**config.mk**
```make
export PLATFORM = sky130hd
export DESIGN_NAME = reg_bus_master_flat
export DESIGN_NICKNAME = d
export VERILOG_FILES = /design/src/rtl/reg_bus_master_if.sv /design/src/rtl/reg_bus_master.sv /design/src/flat_wrapper.sv
export SDC_FILE = /design/constraint.sdc
export NUM_CORES = 1
export LEC_CHECK = 0
export ABC_AREA = 1
export BUFFER_PORTS_ARGS = -buffer_cell sky130_fd_sc_hd__buf_2
export CORE_MARGIN = 1
export CORE_UTILIZATION = 57
export DETAILED_ROUTE_END_ITERATION = 6
export GPL_TIMING_DRIVEN = 0
export PLACE_DENSITY_LB_ADDON = 0.3
export SLEW_MARGIN = 40
export SYNTH_ARGS = -nofsm -noshare
export SYNTH_HDL_FRONTEND = slang
export SYNTH_SLANG_ARGS = --single-unit
export TNS_END_PERCENT = 20
```
**constraint.sdc**
```tcl
create_clock -name clk -period 3.2 [get_ports clk]
set_input_delay 0.16 -clock clk [delete_from_list [all_inputs] [get_ports clk]]
set_output_delay 0.16 -clock clk [all_outputs]
set_load 0.01 [all_outputs]
```
**src/rtl/reg_bus_master_if.sv**
```systemverilog
// reg_bus_master_if: the host command/response channels and the register-bus strobes of reg_bus_master.
// Ports: cmd_* (host -> master, valid/ready), rsp_* (master -> host, valid/ready),
//        wr_en/rd_en/addr/write_data (master -> regfile decoder), read_data (decoder -> master, combinational).
interface reg_bus_master_if #(
  parameter int ADDR_W = 14,
  parameter int DATA_W = 16
);
  // host command channel
  logic              cmd_valid;
  logic              cmd_ready;
  logic [1:0]        cmd_op;
  logic [ADDR_W-1:0] cmd_addr;
  logic [DATA_W-1:0] cmd_wdata;
  logic [DATA_W-1:0] cmd_mask;

  // host response channel
  logic              rsp_valid;
  logic              rsp_ready;
  logic [DATA_W-1:0] rsp_rdata;
  logic              rsp_timeout;
  logic              rsp_err;

  // register bus
  logic              wr_en;
  logic              rd_en;
  logic [ADDR_W-1:0] addr;
  logic [DATA_W-1:0] write_data;
  logic [DATA_W-1:0] read_data;

  // the bus master itself
  modport master (
    input  cmd_valid, cmd_op, cmd_addr, cmd_wdata, cmd_mask, rsp_ready, read_data,
    output cmd_ready, rsp_valid, rsp_rdata, rsp_timeout, rsp_err,
           wr_en, rd_en, addr, write_data
  );

  // host bridge + register decoder side
  modport slave (
    output cmd_valid, cmd_op, cmd_addr, cmd_wdata, cmd_mask, rsp_ready, read_data,
    input  cmd_ready, rsp_valid, rsp_rdata, rsp_timeout, rsp_err,
           wr_en, rd_en, addr, write_data
  );
endinterface

```
**src/rtl/reg_bus_master.sv**
```systemverilog
// reg_bus_master: register-bus initiator executing one host command at a time (write, read, masked poll).
// Latency: strobe one cycle after accept; response two cycles after accept (poll: one cycle after the matching/last read).
// Backpressure: cmd_ready only while idle; the response is held stable until rsp_ready, no command queue.
// Ports: clk, rst_n (async active-low), bus (reg_bus_master_if.master: cmd_*, rsp_*, wr_en/rd_en/addr/write_data/read_data).
module reg_bus_master #(
  parameter int ADDR_W   = 14,
  parameter int DATA_W   = 16,
  parameter int POLL_GAP = 4,
  parameter int POLL_MAX = 1024
) (
  input  logic                clk,
  input  logic                rst_n,
  reg_bus_master_if.master    bus
);

  localparam int CNT_W = $clog2(POLL_MAX + 1);
  // the gap counter loads POLL_GAP-1 and counts down to zero
  localparam int GAP_W = (POLL_GAP > 1) ? $clog2(POLL_GAP) : 1;

  localparam logic [1:0] OP_WRITE = 2'b00;
  localparam logic [1:0] OP_READ  = 2'b01;
  localparam logic [1:0] OP_POLL  = 2'b10;

  typedef enum logic [2:0] {
    IDLE, WRITE, READ, POLL_RD, POLL_WAIT, ERR, RESP
  } state_t;

  state_t            state;
  logic              wr_en_q;
  logic              rd_en_q;
  logic [ADDR_W-1:0] addr_q;
  logic [DATA_W-1:0] wdata_q;
  logic [DATA_W-1:0] exp_q;
  logic [DATA_W-1:0] mask_q;
  logic [DATA_W-1:0] rdata_q;
  logic              timeout_q;
  logic              err_q;
  logic              rsp_valid_q;
  logic [CNT_W-1:0]  attempts;
  logic [GAP_W-1:0]  gap_cnt;

  logic [CNT_W-1:0]  attempts_nxt;
  logic              poll_hit;
  logic              poll_last;

  // count includes the read happening this cycle
  assign attempts_nxt = attempts + CNT_W'(1);
  // a zero mask makes every read a hit
  assign poll_hit     = ((bus.read_data ^ exp_q) & mask_q) == '0;
  assign poll_last    = (attempts_nxt == CNT_W'(POLL_MAX));

  assign bus.cmd_ready   = (state == IDLE);
  assign bus.rsp_valid   = rsp_valid_q;
  assign bus.rsp_rdata   = rdata_q;
  assign bus.rsp_timeout = timeout_q;
  assign bus.rsp_err     = err_q;
  assign bus.wr_en       = wr_en_q;
  assign bus.rd_en       = rd_en_q;
  assign bus.addr        = addr_q;
  assign bus.write_data  = wdata_q;

  always_ff @(posedge clk or negedge rst_n) begin
    if (!rst_n) begin
      state       <= IDLE;
      wr_en_q     <= 1'b0;
      rd_en_q     <= 1'b0;
      addr_q      <= '0;
      wdata_q     <= '0;
      exp_q       <= '0;
      mask_q      <= '0;
      rdata_q     <= '0;
      timeout_q   <= 1'b0;
      err_q       <= 1'b0;
      rsp_valid_q <= 1'b0;
      attempts    <= '0;
      gap_cnt     <= '0;
    end else begin
      case (state)
        IDLE: begin
          if (bus.cmd_valid) begin
            attempts  <= '0;
            timeout_q <= 1'b0;
            err_q     <= 1'b0;
            case (bus.cmd_op)
              OP_WRITE: begin
                state   <= WRITE;
                wr_en_q <= 1'b1;
                addr_q  <= bus.cmd_addr;
                wdata_q <= bus.cmd_wdata;
              end
              OP_READ: begin
                state   <= READ;
                rd_en_q <= 1'b1;
                addr_q  <= bus.cmd_addr;
              end
              OP_POLL: begin
                state   <= POLL_RD;
                rd_en_q <= 1'b1;
                addr_q  <= bus.cmd_addr;
                exp_q   <= bus.cmd_wdata;
                mask_q  <= bus.cmd_mask;
              end
              default: state <= ERR;
            endcase
          end
        end

        WRITE: begin
          wr_en_q     <= 1'b0;
          rdata_q     <= '0;
          rsp_valid_q <= 1'b1;
          state       <= RESP;
        end

        READ: begin
          rd_en_q     <= 1'b0;
          rdata_q     <= bus.read_data;
          rsp_valid_q <= 1'b1;
          state       <= RESP;
        end

        POLL_RD: begin
          attempts <= attempts_nxt;
          rdata_q  <= bus.read_data;
          if (poll_hit || poll_last) begin
            rd_en_q     <= 1'b0;
            timeout_q   <= ~poll_hit;
            rsp_valid_q <= 1'b1;
            state       <= RESP;
          end else if (POLL_GAP == 0) begin
            // back-to-back reads: keep the strobe up and stay here
            rd_en_q <= 1'b1;
            state   <= POLL_RD;
          end else begin
            rd_en_q <= 1'b0;
            gap_cnt <= GAP_W'(POLL_GAP - 1);
            state   <= POLL_WAIT;
          end
        end

        POLL_WAIT: begin
          if (gap_cnt == '0) begin
            rd_en_q <= 1'b1;
            state   <= POLL_RD;
          end else begin
            gap_cnt <= gap_cnt - GAP_W'(1);
          end
        end

        ERR: begin
          rdata_q     <= '0;
          err_q       <= 1'b1;
          rsp_valid_q <= 1'b1;
          state       <= RESP;
        end

        RESP: begin
          if (bus.rsp_ready) begin
            rsp_valid_q <= 1'b0;
            state       <= IDLE;
          end
        end

        default: state <= IDLE;
      endcase
    end
  end

endmodule

```
**src/flat_wrapper.sv**
```systemverilog
// flat-port wrapper written by rule: the top's interface ports become plain ports
module reg_bus_master_flat 
#(
  parameter int ADDR_W   = 14,
  parameter int DATA_W   = 16,
  parameter int POLL_GAP = 4,
  parameter int POLL_MAX = 1024
)
  (clk, rst_n, bus_cmd_valid, bus_cmd_op, bus_cmd_addr, bus_cmd_wdata, bus_cmd_mask, bus_rsp_ready, bus_read_data, bus_cmd_ready, bus_rsp_valid, bus_rsp_rdata, bus_rsp_timeout, bus_rsp_err, bus_wr_en, bus_rd_en, bus_addr, bus_write_data);
  reg_bus_master_if #(.ADDR_W(ADDR_W), .DATA_W(DATA_W)) bus_i ();
  input  logic clk;
  input  logic rst_n;
  input wire logic [$bits(bus_i.cmd_valid)-1:0] bus_cmd_valid;
  input wire logic [$bits(bus_i.cmd_op)-1:0] bus_cmd_op;
  input wire logic [$bits(bus_i.cmd_addr)-1:0] bus_cmd_addr;
  input wire logic [$bits(bus_i.cmd_wdata)-1:0] bus_cmd_wdata;
  input wire logic [$bits(bus_i.cmd_mask)-1:0] bus_cmd_mask;
  input wire logic [$bits(bus_i.rsp_ready)-1:0] bus_rsp_ready;
  input wire logic [$bits(bus_i.read_data)-1:0] bus_read_data;
  output wire logic [$bits(bus_i.cmd_ready)-1:0] bus_cmd_ready;
  output wire logic [$bits(bus_i.rsp_valid)-1:0] bus_rsp_valid;
  output wire logic [$bits(bus_i.rsp_rdata)-1:0] bus_rsp_rdata;
  output wire logic [$bits(bus_i.rsp_timeout)-1:0] bus_rsp_timeout;
  output wire logic [$bits(bus_i.rsp_err)-1:0] bus_rsp_err;
  output wire logic [$bits(bus_i.wr_en)-1:0] bus_wr_en;
  output wire logic [$bits(bus_i.rd_en)-1:0] bus_rd_en;
  output wire logic [$bits(bus_i.addr)-1:0] bus_addr;
  output wire logic [$bits(bus_i.write_data)-1:0] bus_write_data;
  assign bus_i.cmd_valid = bus_cmd_valid;
  assign bus_i.cmd_op = bus_cmd_op;
  assign bus_i.cmd_addr = bus_cmd_addr;
  assign bus_i.cmd_wdata = bus_cmd_wdata;
  assign bus_i.cmd_mask = bus_cmd_mask;
  assign bus_i.rsp_ready = bus_rsp_ready;
  assign bus_i.read_data = bus_read_data;
  assign bus_cmd_ready = bus_i.cmd_ready;
  assign bus_rsp_valid = bus_i.rsp_valid;
  assign bus_rsp_rdata = bus_i.rsp_rdata;
  assign bus_rsp_timeout = bus_i.rsp_timeout;
  assign bus_rsp_err = bus_i.rsp_err;
  assign bus_wr_en = bus_i.wr_en;
  assign bus_rd_en = bus_i.rd_en;
  assign bus_addr = bus_i.addr;
  assign bus_write_data = bus_i.write_data;
  reg_bus_master #(.ADDR_W(ADDR_W), .DATA_W(DATA_W), .POLL_GAP(POLL_GAP), .POLL_MAX(POLL_MAX)) u_core (.clk(clk), .rst_n(rst_n), .bus(bus_i));
endmodule
```
==> impl_summary.log <==
[metrics] status: finished clean
[metrics] count of flip-flops with a built-in enable after synthesis: 0
[metrics] Syn-to-layout area delta: 22.2%
[metrics] number of nets in the synthesized netlist: 576
[metrics] global-route wire length before repair: between 15000 and 20000 um
[metrics] final period utilization: 0.610
[metrics] RSZ-0062 raised after global routing: false
[metrics] Setup WS pre-CTS: 1260 ps
[metrics] Site Rows: 32
[metrics] Max Buffers Root-to-Sink: 2
[metrics] via count of the first global-routing pass: between 3000 and 4000
[metrics] min cycle time layout: 1950 ps
[metrics] Top FF cell, synth: sky130_fd_sc_hd__dfrtp_1
[metrics] count of buffers inserted at the top-level ports: around 120
[metrics] worst IR drop on VDD: 489 uV
[metrics] Clock Latency Late Sink: 360 ps
[metrics] antenna violations before repair: 0
[metrics] Synth top cells by count: sky130_fd_sc_hd__nand2_1, sky130_fd_sc_hd__dfrtp_1, sky130_fd_sc_hd__inv_1, sky130_fd_sc_hd__o21ai_0, sky130_fd_sc_hd__nand3_1
[metrics] Post-CTS Hold Buffers: 1
[metrics] library cell with the highest instance count after synthesis: sky130_fd_sc_hd__nand2_1
[metrics] total number of clock tree sinks: 99
[metrics] count of distinct cell types in the synthesized netlist: 31
[metrics] top fanout value on the critical path: 10
[metrics] fraction of the mapped netlist area in compound gates: 0.0751
[metrics] Synth Register Bits: 99
[metrics] Power Density: 915 nW/um^2
[metrics] final hold vios: 0
[metrics] Worst Max-Slew Pin Slew: 457 ps
[metrics] type of destination of the critical path: flip-flop
[metrics] start point of the critical path: u_core.state[1]
[metrics] clock tree from TritonCTS: built
[metrics] cell types with the largest area share after synthesis: sky130_fd_sc_hd__dfrtp_1, sky130_fd_sc_hd__nand2_1, sky130_fd_sc_hd__o21ai_0, sky130_fd_sc_hd__mux2_2, sky130_fd_sc_hd__inv_1
[metrics] Async SR Flop Fraction: 1.00
[metrics] main combinational cell family by area after synthesis: simple AND/OR/NAND/NOR gates
[metrics] data required time of the worst path: between 3000 and 4000 ps
[metrics] final wirelength: 10400 um
[metrics] cts repair resizes: 0
[metrics] H-tree depth reported by CTS: 3
[metrics] post-synthesis cell area: 4550 um^2
[metrics] sum of negative setup slack: 0 ps
[metrics] setup-violating endpoint count in the final report: 0
[metrics] boundary pin count: 120
[metrics] start-to-end type of the worst setup path: reg2reg
[metrics] routability congestion estimate: 0.842
[metrics] max capacitance violation total: 0
[metrics] fraction of layout instances using a drive strength above 1: 0.294
[metrics] element type at the critical path start: flip-flop
[metrics] detailed router's first-iteration violation count: 222
[metrics] Die X-Extent: 91.3 um
[metrics] routed wire length per instance: 14.1 um
[metrics] final setup skew: a little over 5 ps
[metrics] mean area per synthesized cell: 9.08 um^2
[metrics] Global Route Usage Sum: 0.265
[metrics] achievable clock frequency: 0.512 GHz
[metrics] number of synthesis warnings: 0
[metrics] worst-case setup margin in the final layout: 1250 ps
[metrics] Seq/Total Area, Yosys: 0.545
[metrics] post-CTS repair timing setup buffer count: 0
[metrics] count of vias placed by the detailed router: 3781
[metrics] final max-slew violation count: 0
[metrics] antenna diode instance count: 0
[metrics] class of the most critical hold timing path: in2reg
[metrics] relative slew slack: 0.695
[metrics] worst-case register-to-register setup slack: 1250 ps
[metrics] Initial Utilization: 0.589
[metrics] floorplan die area: 8340 um^2
[metrics] detailed-routing iteration count for the pre-antenna-repair pass: 7
[metrics] clock-pin slew on the worst setup and hold paths: 90 ps
[metrics] count of mapped cells out of synthesis: around 500
[metrics] XOR/XNOR share of the synthesized area: 0.00193
[metrics] root buffer cell: sky130_fd_sc_hd__clkbuf_8
[metrics] nets@finish: 708
[metrics] number of antenna-violating nets in the routed design: 0
[metrics] final-layout fill cell count: 569
[metrics] height of the die: 91.3 um
[metrics] Post-Synth Simple-Gate Area: 0.210
[metrics] synthesized-area fraction occupied by adder cells: 0.0193
[metrics] arrival time at the worst endpoint: 2190 ps
[metrics] worst hold start: bus_cmd_addr[7]
[metrics] area share of the largest cell type after synthesis: 0.545
[metrics] pin count of the biggest net entering global routing: 74
[metrics] leftover overflow at the end of global routing: 0
[metrics] multiplexer share of the synthesized area: 0.0825
[metrics] origin of the critical flop-to-flop path: u_core.state[1]
[metrics] drc violations: 0
[metrics] post-detailed-route via-to-cell ratio: 5.12
[metrics] leakage power: 2.97 nW
[metrics] number of buffers created by CTS: 9
[metrics] total core area: 7730 um^2
[metrics] cell taking the most area after synthesis: sky130_fd_sc_hd__dfrtp_1
[metrics] detailed-placement wirelength estimate: 7770 um
worst max-delay path, cell delays in order, from the launching register on:
cell,delay [ps]
sky130_fd_sc_hd__dfrtp_1,420
sky130_fd_sc_hd__inv_1,80
sky130_fd_sc_hd__nor2_2,330
sky130_fd_sc_hd__inv_2,170
sky130_fd_sc_hd__nor2_4,230
sky130_fd_sc_hd__inv_2,120
sky130_fd_sc_hd__nand2_1,120
sky130_fd_sc_hd__buf_2,220
sky130_fd_sc_hd__o21ai_0,120
through the flow:
step | total power, W | hold WS [ps] | instances | cell area, um^2 | utilization
4_1_cts | 0.00511 | 13.2 | 739 | 5560 | 0.720
3_5_place_dp | 0.00413 | 22.6 | 723 | 5310 | 0.687
2_1_floorplan | 0.00343 | -136 | 501 | 4550 | -
6_report | 0.00509 | 23.7 | 739 | 5560 | 0.720
5_1_grt | 0.00543 | 15.7 | 739 | 5560 | 0.720
3_3_place_gp | 0.00401 | 392 | 722 | 5270 | 0.682
layout make-up:
type | instances | area (um^2) | area share
Multi-Input combinational cell | 329 | 1770 | 0.318
Timing Repair Buffer | 121 | 643 | 0.116
Buffer | 14 | 80.1 | 0.0144
Clock buffer | 11 | 141 | 0.0254
Inverter | 59 | 221 | 0.0398
Clock inverter | 4 | 98.8 | 0.0178
Tap cell | 102 | 128 | 0.0230
Sequential cell | 99 | 2480 | 0.446
final timing paths:
| path | end | cells past startpoint |
|---|---|---|
| worst max-delay path | u_core.attempts[3] | 8 |
| worst min-delay path | u_core.bus.addr[7] | 2 |
| worst max register to register | u_core.attempts[3] | 8 |
| worst min register to register | u_core.bus.write_data[11] | 2 |
| max in group asynchronous | u_core.bus.rsp_rdata[6] | 3 |
| min in group asynchronous | u_core.attempts[5] | 2 |
state kept, by name, summed over array words and instances, names as in the netlist:
name / count
u_core.exp_q: 16
u_core.bus.rd_en: 1
u_core.bus.addr: 14
u_core.bus.wr_en: 1
u_core.bus.rsp_timeout: 1
u_core.bus.rsp_err: 1
u_core.mask_q: 16
u_core.state: 3
u_core.bus.write_data: 16
u_core.attempts: 11
u_core.bus.rsp_rdata: 16
u_core.bus.rsp_valid: 1
u_core.gap_cnt: 2
kinds of logic after synthesis:
family                   after synthesis
flip-flops                            99
buffers and inverters                 73
XOR/XNOR                               1
adder cells (fa/ha/maj)                7
AND/OR/NAND/NOR                      227
multiplexers                          30
AO/OA/AOI/OAI                         64
routing by layer:
layer,track usage,share of wire,routed length (um),vias to the layer above
li1,-,-,-,1862
met4,0.112,0.022,230,0
met3,0.0469,0.053,548,20
met5,0,0,0,-
met2,0.458,0.51,5260,128
met1,0.328,0.42,4350,1771
power by group:
group          switching, W  internal, W  leakage, nW
sequential         0.000377      0.00182         1.24
combinational       0.00107     0.000850         1.61
clock              0.000426     0.000539        0.120
total               0.00188      0.00321         2.97
cell usage in the layout (no fill, tap or decap), types with 2 or more instances in the layout:
cell type,instances
sky130_fd_sc_hd__nand4_1,2
sky130_fd_sc_hd__o21ai_0,51
sky130_fd_sc_hd__nor2_1,29
sky130_fd_sc_hd__inv_2,5
sky130_fd_sc_hd__clkbuf_1,9
sky130_fd_sc_hd__o22ai_1,4
sky130_fd_sc_hd__inv_1,53
sky130_fd_sc_hd__mux2_2,20
sky130_fd_sc_hd__nor2_2,3
sky130_fd_sc_hd__nand3_1,39
sky130_fd_sc_hd__nand2_1,142
sky130_fd_sc_hd__or2_2,6
sky130_fd_sc_hd__dfrtp_1,99
sky130_fd_sc_hd__nor2_4,3
sky130_fd_sc_hd__a21oi_1,4
sky130_fd_sc_hd__bufinv_16,3
sky130_fd_sc_hd__ha_1,7
sky130_fd_sc_hd__clkbuf_8,10
sky130_fd_sc_hd__buf_2,121
sky130_fd_sc_hd__mux2_4,10
Note: power is estimated with default switching activity, not from simulation.
